===== config.mk =====
export PLATFORM = sky130hd
export DESIGN_NAME = pulse_gen_sequencer
export DESIGN_NICKNAME = d
export VERILOG_FILES = /design/src/rtl/pulse_gen_sequencer.sv
export SDC_FILE = /design/constraint.sdc
export NUM_CORES = 1
export LEC_CHECK = 0
export ABC_AREA = 1
export CAP_MARGIN = 10
export CORE_ASPECT_RATIO = 1.5
export CORE_MARGIN = 5
export CORE_UTILIZATION = 30
export CTS_CLUSTER_DIAMETER = 80
export DETAILED_ROUTE_END_ITERATION = 6
export HOLD_SLACK_MARGIN = 0.1
export PLACE_DENSITY = 0.51
export SLEW_MARGIN = 0
export SYNTH_ARGS = -nofsm -noshare
export SYNTH_HDL_FRONTEND = slang
export SYNTH_SLANG_ARGS = --single-unit

===== constraint.sdc =====
create_clock -name avmm_clk -period 4.9 [get_ports avmm_clk]
set_input_delay 0.98 -clock avmm_clk [delete_from_list [all_inputs] [get_ports avmm_clk]]
set_output_delay 0.98 -clock avmm_clk [all_outputs]
set_load 0.05 [all_outputs]

===== src/rtl/pulse_gen_sequencer.sv =====
// pulse_gen_sequencer: Avalon-MM master that replays a CSR programme into the test pulse generator once per shot, sweeping stop delays by STEP
module pulse_gen_sequencer #(
  parameter int NUM_STOP = 5,
  parameter int SHOT_W = 16,
  parameter int GAP_W = 24
) (
  input  logic        avmm_clk,
  input  logic        avmm_reset_n,
  input  logic        s_cs,
  input  logic [3:0]  s_addr,
  input  logic        s_write,
  input  logic [31:0] s_writedata,
  input  logic        s_read,
  output logic [31:0] s_readdata,
  output logic        m_cs,
  output logic [2:0]  m_addr,
  output logic        m_write,
  output logic [31:0] m_writedata,
  output logic        busy
);
  typedef enum logic [1:0] {IDLE, WR, SPACE, WAIT} state_t;
  localparam logic [2:0] LAST = 3'(NUM_STOP + 1);
  state_t state, state_n;
  logic [2:0] idx, idx_n, sel;
  logic [3:0] so;
  logic [31:0] start_cfg, wdata, rdata;
  logic [31:0] stop_base [NUM_STOP];
  logic [15:0] step, acc;
  logic [SHOT_W-1:0] nshots, shots;
  logic [GAP_W-1:0] gap, cnt;
  logic done, aborted, wr_en, go, abort, start, abt, ctl_wr, leave, fin, zero_go, stop_hit;
  assign wr_en = s_cs & s_write;
  assign go = wr_en & (s_addr == 4'd0) & s_writedata[0];
  assign abort = wr_en & (s_addr == 4'd0) & s_writedata[1];
  assign busy = state != IDLE;
  assign abt = abort & busy;
  assign start = go & ~abort & ~busy & (nshots != '0);
  assign zero_go = go & ~abort & ~busy & (nshots == '0);
  assign ctl_wr = (state == WR) & (idx == LAST);
  assign leave = ((state == SPACE) & (idx == LAST) & (gap == '0)) | ((state == WAIT) & (cnt == GAP_W'(1)));
  assign fin = leave & (shots == nshots) & ~abt;
  assign so = s_addr - 4'd3;
  assign stop_hit = (s_addr >= 4'd3) && (s_addr < 4'(3 + NUM_STOP));
  assign sel = idx_n - 3'd1;
  assign wdata = idx_n == 3'd0 ? start_cfg : idx_n == LAST ? 32'h1 : {stop_base[sel][31:16], stop_base[sel][15:0] + acc};
  always_comb begin
    state_n = state;
    idx_n = idx;
    case (state)
      IDLE: if (start) begin
        state_n = WR;
        idx_n = 3'd0;
      end
      WR: state_n = SPACE;
      SPACE: if (idx != LAST) begin
        state_n = WR;
        idx_n = idx + 3'd1;
      end else if (gap != '0) state_n = WAIT;
      default: ;
    endcase
    if (leave) begin
      state_n = shots == nshots ? IDLE : WR;
      idx_n = 3'd0;
    end
    if (abt) state_n = IDLE;
  end
  always_comb begin
    rdata = '0;
    case (s_addr)
      4'd1: rdata = {16'(shots), 13'd0, aborted, done, busy};
      4'd2: rdata = start_cfg;
      4'd8: rdata = {16'd0, step};
      4'd9: rdata = 32'(nshots);
      4'd10: rdata = 32'(gap);
      default: rdata = stop_hit ? stop_base[so[2:0]] : '0;
    endcase
  end
  always_ff @(posedge avmm_clk) begin
    if (!avmm_reset_n) begin
      state <= IDLE;
      idx <= '0;
      cnt <= '0;
      m_cs <= 1'b0;
      m_write <= 1'b0;
      m_addr <= '0;
      m_writedata <= '0;
      acc <= '0;
      shots <= '0;
      done <= 1'b0;
      aborted <= 1'b0;
      s_readdata <= '0;
      start_cfg <= '0;
      stop_base <= '{default: '0};
      step <= '0;
      nshots <= '0;
      gap <= '0;
    end else begin
      state <= state_n;
      idx <= idx_n;
      cnt <= state == WAIT ? cnt - 1'b1 : gap;
      m_cs <= state_n == WR;
      m_write <= state_n == WR;
      if (state_n == WR) begin
        m_addr <= idx_n == LAST ? 3'd0 : idx_n + 3'd1;
        m_writedata <= wdata;
      end
      acc <= start ? '0 : ctl_wr ? acc + step : acc;
      shots <= start ? '0 : ctl_wr ? shots + 1'b1 : shots;
      done <= start ? 1'b0 : (zero_go | fin) ? 1'b1 : done;
      aborted <= start ? 1'b0 : abt ? 1'b1 : aborted;
      if (s_cs & s_read) s_readdata <= rdata;
      if (wr_en & ~busy) begin
        if (s_addr == 4'd2) start_cfg <= s_writedata;
        if (stop_hit) stop_base[so[2:0]] <= s_writedata;
        if (s_addr == 4'd8) step <= s_writedata[15:0];
        if (s_addr == 4'd9) nshots <= s_writedata[SHOT_W-1:0];
        if (s_addr == 4'd10) gap <= s_writedata[GAP_W-1:0];
      end
    end
  end
endmodule


==> impl_metrics.py <==
metrics = {
    "floorplanning": {
        "initial_utilization_pct": 30.2,
        "io_pins": 111,
        "fp.dieW_um": 214,
        "core-area_mm2": 0.0621,
        "die-height_um": 316,
        "dieArea_mm2": 0.0678,
        "row_count": 112,
    },
    "routing": {
        "first_pass_iters": 5,
        "vias_per_cell": 5.41,
        "initialDrtViolationCount": 1861,
        "dr_total_vias": 19100,
        "wirelength_mm": 77.5,
        "drc_errors": 0,
        "wire_per_inst_um": 22.0,
        "ant_nets": 0,
    },
    "placement": {
        "gp_congestion": 0.943,
        "portBuffers": 110,
        "place_ws_ns": -0.605,
        "place_hpwl_mm": 56.4,
    },
    "pwr": {
        "p_sw_share_pct": 25.9,
        "power_switching_w": 0.00178,
        "power_density_mw_per_mm2": 303,
        "p_leak_nw": 8.89,
        "p_comb_share_pct": 8.3,
        "clkPwrFrac_pct": 45.8,
        "power_frac_seq_pct": 45.9,
        "vdd_ir_drop_max_mv": 0.195,
        "internal-power_w": 0.00510,
    },
    "timing": {
        "setup_ws_ns": 0.407,
        "worst_slew_pin_slew_ns": 1.23,
        "fin_crit_sh_pct": 91.7,
        "rsz0062_at_grt": "false",
        "max_slew_margin_pct": 18.0,
        "finalCriticalPeriod_ns": 4.49,
        "hold_viol": 0,
        "fin_skew_ns": 0.0259,
        "finalSetupViolations": 0,
        "slew_viol_final": 0,
        "fmax_ghz": 0.223,
    },
    "synth": {
        "post_synth_inst_count": 2583,
        "ys_seq_area_share_pct": 40.4,
        "ys_ff_latch": 379,
        "syn_avg_cell_area_um2": 7.27,
        "synth_edf_count": 0,
        "yosysWarnings": 0,
        "synth_nets": 2674,
        "synth.distinct_cells": 55,
        "synth_async_sr_flop_share_pct": 0,
        "syn_area_mm2": 0.0188,
        "synth_flop_cell": "dfxtp_1",
    },
    "clock_tree": {
        "clkLatencyLatePin_ns": 0.58,
        "cts.htree.levels": 2,
        "cts_tree": "yes",
        "clk_pin_slew_worst_paths_ns": 0.06,
        "cts_buffer_depth": 3,
        "numClockSinks": 379,
        "numCtsBuffers": 41,
        "root_buffer": "clkbuf_16",
    },
    "finish": {
        "fin_util_pct": 36.6,
        "antenna_cells": 0,
        "layout-drive-gt1-share_pct": 10.0,
        "fillerInstances": 6520,
        "syn_to_final_growth_pct": 21.1,
        "fin_nets": 2792,
    },
    "global_routing": {
        "grt.overflow.total": 0,
        "grt_max_degree": 283,
        "grt_usage_pct": 21.8,
        "grt_pass1_vias": 18100,
        "grt_pass1_wl_mm": 115,
        "antenna_found_initial": 1,
    },
    "critical_path": {
        "cp.required_ns": 5.40,
        "cp_max_fo": 5,
        "cpMaxStageDelayCell": "clkdlybuf4s50_1",
        "end_kind": "register",
        "reg2reg_slack_ns": 0.45,
        "slowest_delay_ns": 0.42,
        "critical_path_class": "in2reg",
        "critPathLaunchType": "input pin",
        "cp.arrival_ns": 4.99,
    },
    "outcome": {
        "outcome": "complete, no violations",
    },
    "flow_run": {
        "maxCapViolCount": 0,
    },
    "worst_hold_path": {
        "min_path_type": "reg2reg",
    },
}
flip-flops by register name, indices dropped and copies added, names as in the netlist:
name,count
idx,3
s_readdata,32
stop_base,160
acc,16
m_writedata,32
start_cfg,32
state,2
nshots,16
gap,24
done,1
cnt,24
aborted,1
m_addr,3
m_write,1
step,16
shots,16
worst max-delay path, delay by kind of cell:
| kind | cells | cell delay (ns) |
|---|---|---|
| compound gates | 6 | 1.01 |
| fa+ha+maj | 2 | 0.52 |
| simple gates | 12 | 1.09 |
| buf+inv | 10 | 1.38 |
final cells by class:
| cell class | count | area (um^2) | share of cell area (%) |
|---|---|---|---|
| inverter | 258 | 968 | 4.26 |
| tap | 798 | 998 | 4.39 |
| clock inverter | 13 | 150 | 0.661 |
| clock buffer | 59 | 1160 | 5.12 |
| sequential | 379 | 7590 | 33.4 |
| timing repair buffer | 240 | 2190 | 9.66 |
| multi-input combinational | 1781 | 9670 | 42.5 |
synthesized netlist by cell type (8+ instances only):
cell type	instances	area, um^2
a21oi_1	492	2460
a221oi_1	25	219
a22oi_1	8	60.1
a31oi_1	28	175
buf_2	20	100
clkbuf_1	134	503
clkinv_1	17	63.8
dfxtp_1	379	7590
ha_1	48	601
inv_1	221	830
inv_2	20	75.1
nand2_1	195	732
nand3_1	58	290
nand4_1	21	131
nor2_1	216	811
nor3_1	39	195
o2111ai_1	10	87.6
o211ai_1	12	90.1
o21ai_0	423	2120
o21ai_1	57	285
o221ai_1	9	78.8
o22ai_1	27	169
xnor2_1	17	149
xor2_1	25	219
power groups by stage:
stage / combinational, W / sequential (W) / clock, W
global route: 0.000609 / 0.00316 / 0.00334
global placement: 0.000564 / 0.00323 / 0
detailed placement: 0.000565 / 0.00323 / 0
finish: 0.000573 / 0.00316 / 0.00315
floorplan: 0.000272 / 0.00327 / 0
CTS: 0.000568 / 0.00316 / 0.00323
placed cells by master (no fill, tap or decap), types with 8 or more instances in the layout:
cell and n:
o21ai_0 420, clkinv_1 17, a21oi_1 486, clkbuf_1 11, inv_1 219, buf_12 9, o2111ai_1 10, buf_4 120
clkbuf_8 8, dfxtp_1 379, a221oi_1 25, a31oi_1 27, nand4_1 21, nand3_1 58, o21ai_1 59, xor2_1 25
o221ai_1 9, nor3_1 39, nor2_1 209, xnor2_1 17, o22ai_1 23, ha_1 44, a22oi_1 8, nor2_2 11
inv_2 22, clkdlybuf4s50_1 107, clkbuf_16 41, nand2_1 195, o211ai_1 12
cells by family after synthesis:
logic type	share of synthesized area (%)
AO/OA/AOI/OAI	31.9
AND/OR/NAND/NOR	13.5
buffers and inverters	8.83
flip-flops	40.4
adder cells (fa/ha/maj)	3.41
XOR/XNOR	1.96
through the flow:
step	instances	hold WS [ns]	TNS, ns	power [W]	cell area (um^2)
global placement	3455	0.469	-6.17	0.00379	21300
detailed placement	3455	0.472	-6.73	0.00379	21300
global route	3528	0.504	0	0.00711	22700
finish	3528	0.478	0	0.00688	22700
floorplan	2583	0.452	-0.0187	0.00354	18800
CTS	3527	0.481	0	0.00696	22600
per-layer routing:
metal	up-vias	track usage [%]	wire length, um
met5	-	0	0
met4	0	9.42	3590
met3	126	2.57	3900
met2	649	38.3	37900
met1	9132	27.2	32200
li1	9193	-	-
worst paths after layout:
check,start,endpoint,cells after the start
min reg2reg,m_addr[1]$_SDFFE_PN0P_,m_addr[1]$_SDFFE_PN0P_,2
max,s_cs,m_writedata[15]$_SDFFE_PN0P_,30
min,m_addr[1]$_SDFFE_PN0P_,m_addr[1]$_SDFFE_PN0P_,2
max reg2reg,idx[0]$_SDFF_PN0_,m_writedata[15]$_SDFFE_PN0P_,28
repair_timing:
item | in CTS | in global routing
pin swaps | 1 | 6
gates resized for setup | 1 | 24
hold buffers | 0 | 0
buffers inserted | 0 | 1
setup endpoints to repair | 4 | 13
No activity file was read; power rests on OpenSTA's default activity.
